===== config.mk =====
export PLATFORM = sky130hd
export DESIGN_NAME = timer_ctrl
export DESIGN_NICKNAME = d
export VERILOG_FILES = /design/src/rtl/timer_ctrl.sv
export SDC_FILE = /design/constraint.sdc
export NUM_CORES = 1
export LEC_CHECK = 0
export ABC_CLOCK_PERIOD_IN_PS = 3100
export CORE_ASPECT_RATIO = 1.2
export CORE_MARGIN = 5
export CORE_UTILIZATION = 53
export DETAILED_ROUTE_END_ITERATION = 7
export PLACE_DENSITY_LB_ADDON = 0.1
export SKIP_LAST_GASP = 1
export SYNTH_ARGS = -nofsm -noshare
export SYNTH_HDL_FRONTEND = slang
export SYNTH_SLANG_ARGS = --single-unit
export TNS_END_PERCENT = 50

===== constraint.sdc =====
create_clock -name clock -period 3.1 [get_ports clock]
set_input_delay 0.62 -clock clock [delete_from_list [all_inputs] [get_ports clock]]
set_output_delay 0.62 -clock clock [all_outputs]
set_load 0.03 [all_outputs]

===== src/rtl/timer_ctrl.sv =====
// Control and sequencing for the countdown timer: preset editing, start/pause,
// per-second decrement strobes for the datapath and the timed alarm phase.
module timer_ctrl #(
  parameter int unsigned MAX_MIN    = 59,
  parameter int unsigned ALARM_SECS = 10
) (
  input  logic       clock,
  input  logic       reset,
  input  logic       btn_mode,
  input  logic       btn_up,
  input  logic       btn_down,
  input  logic       btn_start,
  input  logic       btn_clear,
  input  logic       tick_half,
  input  logic       cnt_zero,
  output logic       load,
  output logic [5:0] set_min,
  output logic [5:0] set_sec,
  output logic       dec,
  output logic       alarm,
  output logic       blink_min,
  output logic       blink_sec,
  output logic [2:0] state
);

  localparam int unsigned FIELD_W = 6;
  localparam int unsigned ACNT_W  = $clog2(2 * ALARM_SECS + 1);

  localparam logic [FIELD_W-1:0] MIN_TOP   = FIELD_W'(MAX_MIN);
  localparam logic [FIELD_W-1:0] SEC_TOP   = FIELD_W'(59);
  localparam logic [ACNT_W-1:0]  ACNT_LAST = ACNT_W'(2 * ALARM_SECS - 1);

  typedef enum logic [2:0] {
    S_IDLE    = 3'd0,
    S_SET_MIN = 3'd1,
    S_SET_SEC = 3'd2,
    S_RUN     = 3'd3,
    S_PAUSE   = 3'd4,
    S_ALARM   = 3'd5
  } state_t;

  state_t             state_q, state_d;
  logic [FIELD_W-1:0] set_min_q, set_min_d;
  logic [FIELD_W-1:0] set_sec_q, set_sec_d;
  logic               load_q, load_d;
  logic               dec_q, dec_d;
  logic               alarm_q, alarm_d;
  logic               blink_min_q, blink_min_d;
  logic               blink_sec_q, blink_sec_d;
  logic               ph_q, ph_d;
  logic               bph_q, bph_d;
  logic [ACNT_W-1:0]  acnt_q, acnt_d;

  logic               act_clear, act_start, act_mode, act_up, act_down;
  logic               preset_zero;
  logic [FIELD_W-1:0] min_inc, min_dec, sec_inc, sec_dec;

  // One button action per cycle: clear > start > mode > up > down.
  assign act_clear = btn_clear;
  assign act_start = !btn_clear && btn_start;
  assign act_mode  = !btn_clear && !btn_start && btn_mode;
  assign act_up    = !btn_clear && !btn_start && !btn_mode && btn_up;
  assign act_down  = !btn_clear && !btn_start && !btn_mode && !btn_up && btn_down;

  assign preset_zero = (set_min_q == '0) && (set_sec_q == '0);

  assign min_inc = (set_min_q == MIN_TOP) ? '0 : set_min_q + FIELD_W'(1);
  assign min_dec = (set_min_q == '0) ? MIN_TOP : set_min_q - FIELD_W'(1);
  assign sec_inc = (set_sec_q == SEC_TOP) ? '0 : set_sec_q + FIELD_W'(1);
  assign sec_dec = (set_sec_q == '0) ? SEC_TOP : set_sec_q - FIELD_W'(1);

  always_ff @(posedge clock or posedge reset) begin
    if (reset) begin
      state_q     <= S_IDLE;
      set_min_q   <= '0;
      set_sec_q   <= '0;
      load_q      <= 1'b0;
      dec_q       <= 1'b0;
      alarm_q     <= 1'b0;
      blink_min_q <= 1'b0;
      blink_sec_q <= 1'b0;
      ph_q        <= 1'b0;
      bph_q       <= 1'b0;
      acnt_q      <= '0;
    end else begin
      state_q     <= state_d;
      set_min_q   <= set_min_d;
      set_sec_q   <= set_sec_d;
      load_q      <= load_d;
      dec_q       <= dec_d;
      alarm_q     <= alarm_d;
      blink_min_q <= blink_min_d;
      blink_sec_q <= blink_sec_d;
      ph_q        <= ph_d;
      bph_q       <= bph_d;
      acnt_q      <= acnt_d;
    end
  end

  always_comb begin
    state_d   = state_q;
    set_min_d = set_min_q;
    set_sec_d = set_sec_q;
    load_d    = 1'b0;
    dec_d     = 1'b0;
    ph_d      = ph_q;
    bph_d     = bph_q;
    acnt_d    = acnt_q;

    case (state_q)
      S_IDLE: begin
        if (act_start && !preset_zero) begin
          state_d = S_RUN;
          load_d  = 1'b1;
        end else if (act_mode) begin
          state_d = S_SET_MIN;
        end
      end

      S_SET_MIN, S_SET_SEC: begin
        if (tick_half) bph_d = ~bph_q;
        if (act_clear) begin
          set_min_d = '0;
          set_sec_d = '0;
        end else if (act_start) begin
          if (!preset_zero) begin
            state_d = S_RUN;
            load_d  = 1'b1;
          end
        end else if (act_mode) begin
          state_d = (state_q == S_SET_MIN) ? S_SET_SEC : S_IDLE;
        end else if (act_up || act_down) begin
          bph_d = 1'b0;
          if (state_q == S_SET_MIN) set_min_d = act_up ? min_inc : min_dec;
          else                      set_sec_d = act_up ? sec_inc : sec_dec;
        end
      end

      // cnt_zero is stale while the datapath is still taking the load.
      S_RUN: begin
        if (act_clear) begin
          state_d = S_IDLE;
          load_d  = 1'b1;
        end else if (act_start) begin
          state_d = S_PAUSE;
        end else if (cnt_zero && !load_q) begin
          state_d = S_ALARM;
        end else if (tick_half) begin
          ph_d  = ~ph_q;
          dec_d = ph_q && !cnt_zero;
        end
      end

      S_PAUSE: begin
        if (act_clear) begin
          state_d = S_IDLE;
          load_d  = 1'b1;
        end else if (act_start) begin
          state_d = S_RUN;
        end
      end

      S_ALARM: begin
        if (btn_clear || btn_start || btn_mode || (tick_half && acnt_q == ACNT_LAST)) begin
          state_d = S_IDLE;
          load_d  = 1'b1;
          acnt_d  = '0;
        end else if (tick_half) begin
          acnt_d = acnt_q + ACNT_W'(1);
        end
      end

      default: state_d = S_IDLE;
    endcase

    if (load_d) ph_d = 1'b0;
    if (state_d != state_q) bph_d = 1'b0;

    alarm_d     = (state_d == S_ALARM);
    blink_min_d = (state_d == S_SET_MIN) && bph_d;
    blink_sec_d = (state_d == S_SET_SEC) && bph_d;
  end

  assign state     = state_q;
  assign set_min   = set_min_q;
  assign set_sec   = set_sec_q;
  assign load      = load_q;
  assign dec       = dec_q;
  assign alarm     = alarm_q;
  assign blink_min = blink_min_q;
  assign blink_sec = blink_sec_q;

endmodule


[Word-level counts from Yosys, hierarchy flattened]
Index checks and enable logic that the tools add are counted.
Word-level totals
  register bits after elaboration: 27
  bits in latches: 0
  bits in writable memories: 0
  ROM bits: 0
  input port bits: 9
  word-level logic and storage cells: 132
  memories: 0
Cells by class
  add/subtract/negate cells: 5
  multiply operators: 0
  divide/modulo/power cells: 0
  magnitude comparators: 0
  eq/ne operators: 18
  shift operators: 0
  mux-type cells: 57
  bitwise operators: 2
  reductions and logical operators: 39
Operators with widths (number)
  $mux W6: 16
  $mux W3: 12
  $mux W1: 24
  $pmux W3 S5: 1
  $reduce_and A5 Y1: 3
  $logic_and A1 B1 Y1: 14
  $add A6 B1 Y6 const B: 2
  $eq A6 B6 Y1 const B: 2
  $logic_not A6 Y1: 2
  $sub A6 B1 Y6 const B: 2
  $mux W5: 2
  $ne A2 B2 Y1 const B: 5
  $reduce_bool A2 Y1: 5
  $eq A3 B2 Y1 const B: 3
  $eq A3 B3 Y1 const B: 3
  $logic_not A1 Y1: 7
  $eq A3 B1 Y1 const B: 2
  $add A5 B1 Y5 const B: 1
  $eq A5 B5 Y1 const B: 1
  $logic_or A1 B1 Y1: 4
  $pmux W1 S4: 1
  $reduce_or A2 Y1: 2
  $logic_not A3 Y1: 1
  $ne A3 B3 Y1: 1
  4 further kinds: 5

[Longest topological paths before layout]
  word-level depth: 13
  mapped depth: 8
  mapped depth without buffers: 8

[Worst setup path before layout]
OpenSTA, ideal clock, no wires.
  path type: register -> register
  start: register set_min_q[0], in the netlist set_min[0]
  end: register blink_sec_q, in the netlist blink_sec
  data arrival time: 2.238 ns
  slack: 0.726 ns
  stages on the path, launching flop included: 9
  clock period less this slack: 2.374 ns
  path through: dfrtp_1 -> inv_1 -> ha_1 -> or4b_4 -> nor2_4 -> a21o_4 -> a221oi_1 -> or3_4 -> nor4b_2
On the way
  word-level cells in the longest chain between the ends: 9
  elaborated cells on any way between the ends: 13
  classes of those cells: eq/ne: 2; mux: 6; reduce/logical: 5
Ends and longest elaborated chain
  from (decl): line 43  | logic [FIELD_W-1:0] set_min_q, set_min_d;
  from (signal assigned): line 87  | set_min_q <= set_min_d;
  $logic_not A6 Y1 (*): line 65  | assign preset_zero = (set_min_q == '0) && (set_sec_q == '0);
  $logic_and A1 B1 Y1 (*): line 65
  $mux W3 or $logic_not A1 Y1 (tied branches)
  $mux W3 or $logic_and A1 B1 Y1 (tied branches): line 125, 112
  $mux W3, on equally long branches: line 122, 112
  $pmux W3 S5 (*): line 110  | case (state_q)
  named net state_d[1]: line 42  | state_t state_q, state_d;
  $ne A3 B3 Y1: line 177  | if (state_d != state_q) bph_d = 1'b0;
  $mux W1: line 177
  $logic_and A1 B1 Y1 (*): line 181  | blink_sec_d = (state_d == S_SET_SEC) && bph_d;
  named net blink_sec_d: line 49  | logic blink_sec_q, blink_sec_d;
  to (signal assigned): line 93  | blink_sec_q <= blink_sec_d;
  to (decl): line 49
The timed path passes the listed nets; every way through them passes the cells marked *.
A chain may end at the register's enable or synchronous reset.

[Worst setup path in the final report]
  start: input port btn_mode
  end: register set_sec_q[3], in the netlist set_sec[3]
On the way
  word-level cells in the longest chain between the ends: 9
  elaborated cells on any way between the ends: 16
  classes of those cells: eq/ne: 1; mux: 6; reduce/logical: 9
Ends and longest elaborated chain
  from (decl): line 9  | input logic btn_mode,
  $logic_not A1 Y1: line 62, 63
  $logic_and A1 B1 Y1: line 62, 63
  $logic_and A1 B1 Y1: line 62  | assign act_up = !btn_clear && !btn_start && !btn_mode && btn_up;
  $mux W6: line 135  | else set_sec_d = act_up ? sec_inc : sec_dec;
  $mux W6: line 134  | if (state_q == S_SET_MIN) set_min_d = act_up ? min_inc : min_dec;
  $mux W6: line 132  | end else if (act_up || act_down) begin
  $mux W6: line 130  | end else if (act_mode) begin
  $mux W6: line 125  | end else if (act_start) begin
  $mux W6: line 122  | if (act_clear) begin
  to (signal assigned): line 88  | set_sec_q <= set_sec_d;
  to (decl): line 44  | logic [FIELD_W-1:0] set_sec_q, set_sec_d;
Parallel ways exist; a longest one is shown, timed or not. The select of a mux whose other input is x is not followed.

==> run metrics <==
Crit path arrival time 2.71 ns; leakage 0.0009709 µW; fraction of layout instances using a drive strength above 1 7.500%; Core Util, Final 65.12%; CP bufs+invs 1; VDD IR-drop max 0.5436 mV; DR DRC count 0; first-pass GRT wire length 8.445 mm; dpl hpwl 3.451 mm; CTS Sinks 27; # nets final 296; sequential area share after synthesis 33.98%; critical-path cell list clkdlybuf4s50_1 -> or4b_2 -> o21ai_0 -> or3_1 -> and4_1 -> a21oi_1 -> nor2_1; Clock transition at path regs 0.10 ns; clk buf depth 2; io pins 29; post-route cell area 2366 µm²; syn nets 270; Post-CTS Setup Inserts 0; Area after DPL 2320 µm²; Yosys reg bits 27; GR Overflow Total 0; worst skew pair latency 0.28 ns; die area 5081 µm²; Fin Setup TNS 0 ns; status completed; post_cts resized 0; ys flop type dfrtp_1; Max-Slew Margin vs Limit 69.00%; GRT Util Overall 20.42%; Worst EP required 3.32 ns; number of antenna-violating nets in the routed design 0; vias in the first global route 1,871; H-tree depth 1; Synthesis Warnings 0; Setup violations, final 0; post-synth cell types 55; Clock Root Buffer clkbuf_8; GP Congestion 0.9441; vias per cell 5.976; Vias 1,984; Top delay family on crit path simple AND/OR/NAND/NOR gates; PwrDens 903.0 nW/µm²; number of synthesized flops with an enable pin 0; initial antenna violation count 0; unrepaired setup endpoints after global routing false; Hold Path Class flip-flop to flip-flop; CTS tree done; Max Clock Freq 0.4012 GHz; syn avg cell area 7.797 µm²; pin count of the biggest net entering global routing 28; Post-Syn Area 1988 µm²; Port Buffers 28; post-synthesis async set-or-reset flop share 100.0%; FP Rows 24; Tcrit/Tclk final 80.40%; drt first pass iters 4; Chip Height 77.09 µm; Initial Utilization 54.72%; commonest non-fill, non-tap cell in the layout nor2_1; critical path type input pin to flip-flop; crit-path max cell delay 0.86 ns; Worst path slowest cell or4b_2; Mapped Cells 255; WL final 4.742 mm; CORE AREA 3633 µm²; startpoint types input pin; Num CTS Buffers 3; CTS hold repair buffers 0; Pwr Total 2136 µW; CP Capture Type flip-flop; Hold Fails Final Rpt 0; Worst Path Max Fanout 19; Ant. Diodes 0; synth-to-layout area growth 19.01%; slew of the pin with the lowest slew margin 0.4650 ns; Chip Width 65.91 µm; commonest cells after routing, fill and taps aside nor2_1 (33), nand2_1 (30), clkdlybuf4s50_1 (28); max-slew violation count 0; total of max-cap violations 0; crit path time final 2.492 ns; Setup Skew 0.004583 ns; post-DR wirelength/cell 14.28 µm; Fin Hold WS 0.5136 ns; DRT iter0 DRCs 350
## flip-flops by register name, indices dropped and copies added (netlist names)
| name | cells |
|---|---|
| ph_q | 1 |
| alarm | 1 |
| bph_q | 1 |
| set_sec | 6 |
| blink_min | 1 |
| acnt_q | 5 |
| set_min | 6 |
| dec | 1 |
| state | 3 |
| load | 1 |
| blink_sec | 1 |
## cell families after synthesis
kind of cell             synth area share [%]
AND/OR/NAND/NOR                         32.91
AO/OA/AOI/OAI                           20.77
flip-flops                              33.98
buffers and inverters                   4.846
adder cells (fa/ha/maj)                 3.776
XOR/XNOR                                2.203
multiplexers                            1.510
## layer usage
layer	routed length (µm)	vias up	track usage, %
met3	184	11	2.193
li1	-	972	-
met1	2103	939	27.00
met5	0	-	0
met2	2322	62	33.20
met4	131	0	8.714
## cell usage after synthesis, types with 3 or more instances
cell type  count  area, µm²
a21oi_1       15      75.07
nand2_1       30      112.6
or3_1          5      31.28
nand4_1        6      37.54
nand2b_1       3      18.77
nor3_1        10      50.05
mux2i_1        3      30.03
dfrtp_1       27      675.7
ha_1           6      75.07
o21ai_0       25      125.1
xor2_1         4      35.03
inv_1         10      37.54
a211oi_1       3      22.52
and3_1         3      18.77
nand3_1       11      55.05
and2_1         3      18.77
nand3b_1       3      22.52
o22ai_1        3      18.77
a31oi_1        3      18.77
nor2_1        33      123.9
clkbuf_1      10      37.54
## layout make-up
class                      instances  area [µm²]
clock buffer                       3       41.29
inverter                          10       37.54
sequential                        27       675.6
multi-input combinational        205        1216
fill                             306        1267
tap                               52       65.06
timing repair buffer              34       325.3
clock inverter                     1       5.005
## metrics by stage
stage	setup WS, ns	std cells
floorplan	0.7257	255
global placement	0.3814	328
detailed placement	0.3478	328
CTS	0.6377	332
global route	0.3224	332
finish	0.6077	332
## worst register-to-register path: stages, from the launching register on
cell     delay (ns)
dfrtp_1        0.48
inv_1          0.12
ha_1           0.21
or4b_4         0.50
nor2_4         0.16
a21o_4         0.17
o21ai_2        0.06
a221o_1        0.42
nor4b_2        0.22
## power breakdown
part	leakage [µW]	internal (µW)	total [µW]	switching [µW]
Clock	0.0000255	90.4	208	118
Combinational	0.000578	543	1310	762
Sequential	0.000368	446	623	177
## worst paths after layout
kind,slack (ns),startpoint,cells past startpoint,endpoint
min,0.51,acnt_q[0],1,acnt_q[0]
max in group asynchronous,2.14,reset,3,blink_min
max reg2reg,0.67,set_min[1],8,blink_sec
min in group asynchronous,0.70,reset,3,dec
max,0.61,btn_mode,7,set_sec[3]
min reg2reg,0.51,acnt_q[0],1,acnt_q[0]
(Power assumes the default switching activity.)
==> RTL change (config.mk and constraints unchanged) <==
One comparison of `acnt_q` changes from == to >=.
--- a/src/rtl/timer_ctrl.sv
+++ b/src/rtl/timer_ctrl.sv
@@ -161,7 +161,7 @@
       end
 
       S_ALARM: begin
-        if (btn_clear || btn_start || btn_mode || (tick_half && acnt_q == ACNT_LAST)) begin
+        if (btn_clear || btn_start || btn_mode || (tick_half && acnt_q >= ACNT_LAST)) begin
           state_d = S_IDLE;
           load_d  = 1'b1;
           acnt_d  = '0;
Function: no difference found for any inputs over 10 cycles, from zero or initial values and one cycle with reset high; that may be too few to reach the edited logic, so the function may still have changed.
==> RTL change against the unedited design <==
  * Synthesized cell count is 0.39% lower
  * Combinational power is 18% lower
  * Critical path depth stayed put
  * Synthesized area is 6.3% higher
  * Cell area is 7.1% higher
  * Wire length is 12% higher
  * Setup slack worse by 240 ps
  * Die area is 5.4% higher
  * Power is 14% lower
  * Fmax is 8.8% lower
  * Register-to-register slack worse by 300 ps
  * Sequential cell count stayed put
  * Via count is 5.1% higher
  * Critical path type is now flop to flop
==> RTL change: results (changes against the unedited design) <==
first-pass GRT wire length=9.32 mm (+10%); worst skew pair latency=280 ps (about the same); largest cells by area after synthesis=dfrtp_1 32%, nor2_1 4.3%, o21ai_0 4.0%; largest net degree at the start of global routing=28 (unchanged); Clk pin slew, worst setup/hold paths=100 ps (about the same); metal3 WL=210 um (+14%); Ys Warns=0 (unchanged); Initial DRT Pass Iterations=4 (unchanged); antenna violations before repair=0 (unchanged); Place WS=179 ps (-169 ps); Synth area leader=dfrtp_1; static leakage=1.06 nW (+9.5%); syn nets=269 (-0.37%); Setup Skew=10.7 ps (+6.07 ps); Crit-path slowest cell=or4b_4; Synth cell types=63 (+15%); P_sw=0.000849 W (-20%); Final Hold Viols=0 (unchanged); initial DRC count=255 (-27%); final WL=5.32 mm (+12%); Crit Path Max Fanout=4 (-15); CTS Buffer Depth=2 (unchanged); post-cts hold buffer count=0 (unchanged); most frequent cells after synthesis=27 x dfrtp_1, 24 x nor2_1, 19 x clkbuf_1; Critical Path Max Stage Delay=510 ps (-350 ps); Post-CTS Resized=0 (unchanged); DRC=0 (unchanged); met2 WL=2.64 mm (+14%); Tightest Pin Transition=642 ps (+177 ps); htree depth=1 (unchanged); All-Layer GR Usage=0.223 (+0.0191); FILL cells=356 (+16%); NumNets Final=295 (-0.34%); DR vias=2086 (+5.1%); Worst Hold Class=flop to flop; root buffer selected by CTS=clkbuf_8; placed cell areas=2490 um2 (+7.3%); total CTS buffers=3 (unchanged); M1 WL=2.37 mm (+13%); vias in the first global route=1968 (+5.2%); IR drop worst, VDD=0.416 mV (-24%); layout cells sized above 1=0.0896 (+0.0146); setup bufs post-CTS=0 (unchanged); asr flop ratio synth=1.00 (unchanged); synthesized area per cell=8.32 um2 (+6.7%); DP HPWL=3.87 mm (+12%); PortBufs=28 (unchanged); Placer Congestion=0.915 (-3.1%); n_diodes=0 (unchanged); Seq/Total Area, Yosys=0.320 (-0.0201); status=finished, final reports clean; DR top layer=met4; Layout Cells excl Fill=333 (+0.30%)
==> RTL change: cell count changes in the layout (fill, tap and decap cells not counted), moves of 4 or more <==
cell     delta
nor3b_1     +5
o21ai_0     -8
nor3_1      -6
nand2_1    -19
buf_4       +7
nand4_1     -4
nor2_1      -9
==> RTL change: worst max-delay path: cells and delay by family (launching register included) <==
| family | cells | cell delay (ps) |
|---|---|---|
| buffers and inverters | 1 | 110 |
| DFF | 1 | 380 |
| adders and majority gates | 1 | 240 |
| and+or+nand+nor | 3 | 1150 |
| AOI/OAI and AO/OA | 2 | 760 |
==> RTL change: power groups by stage <==
stage	Combinational [W]	Clock [W]	Sequential, W
floorplan	0.000685	0	0.000615
global placement	0.00105	0	0.000563
detailed placement	0.00105	0	0.000565
CTS	0.00106	0.000212	0.000557
global route	0.00117	0.000232	0.000579
finish	0.00107	0.000202	0.000561
==> RTL change: kinds of logic after synthesis <==
family	Yosys count	share of synthesized area
buf+inv	31	0.0551
fa+ha+maj	6	0.0355
simple gates	99	0.274
xor+xnor	5	0.0207
mux	3	0.0142
compound gates	83	0.281
flops	27	0.320
==> RTL change: layout make-up <==
| cell class | instances | share of cell area |
|---|---|---|
| clock buffer | 4 | 0.0178 |
| inverter | 11 | 0.0163 |
| multi-input combinational | 196 | 0.524 |
| sequential | 27 | 0.267 |
| tap | 54 | 0.0267 |
| timing repair buffer | 41 | 0.149 |
==> RTL change: through the flow <==
stage	utilization	hold WS, ps
2_1_floorplan	-	483
3_3_place_gp	0.637	509
3_5_place_dp	0.637	520
4_1_cts	0.648	544
5_1_grt	0.648	561
6_report	0.648	543
==> RTL change: final timing paths <==
path	start	endpoint	slack (ps)	cells after the start
setup / recovery	set_min[0]	bph_q	370	7
max in group asynchronous	reset	acnt_q[4]	2130	3
hold / removal	acnt_q[4]	acnt_q[4]	540	2
min in group asynchronous	reset	blink_sec	690	3
hold reg to reg	acnt_q[4]	acnt_q[4]	540	2
setup reg to reg	set_min[0]	bph_q	370	7
==> RTL change: metal layers <==
metal  vias to the layer above  GRT usage
met5                         -          0
met4                         0     0.0913
met3                         8     0.0198
met2                        59      0.359
met1                       999      0.302
li1                       1020          -
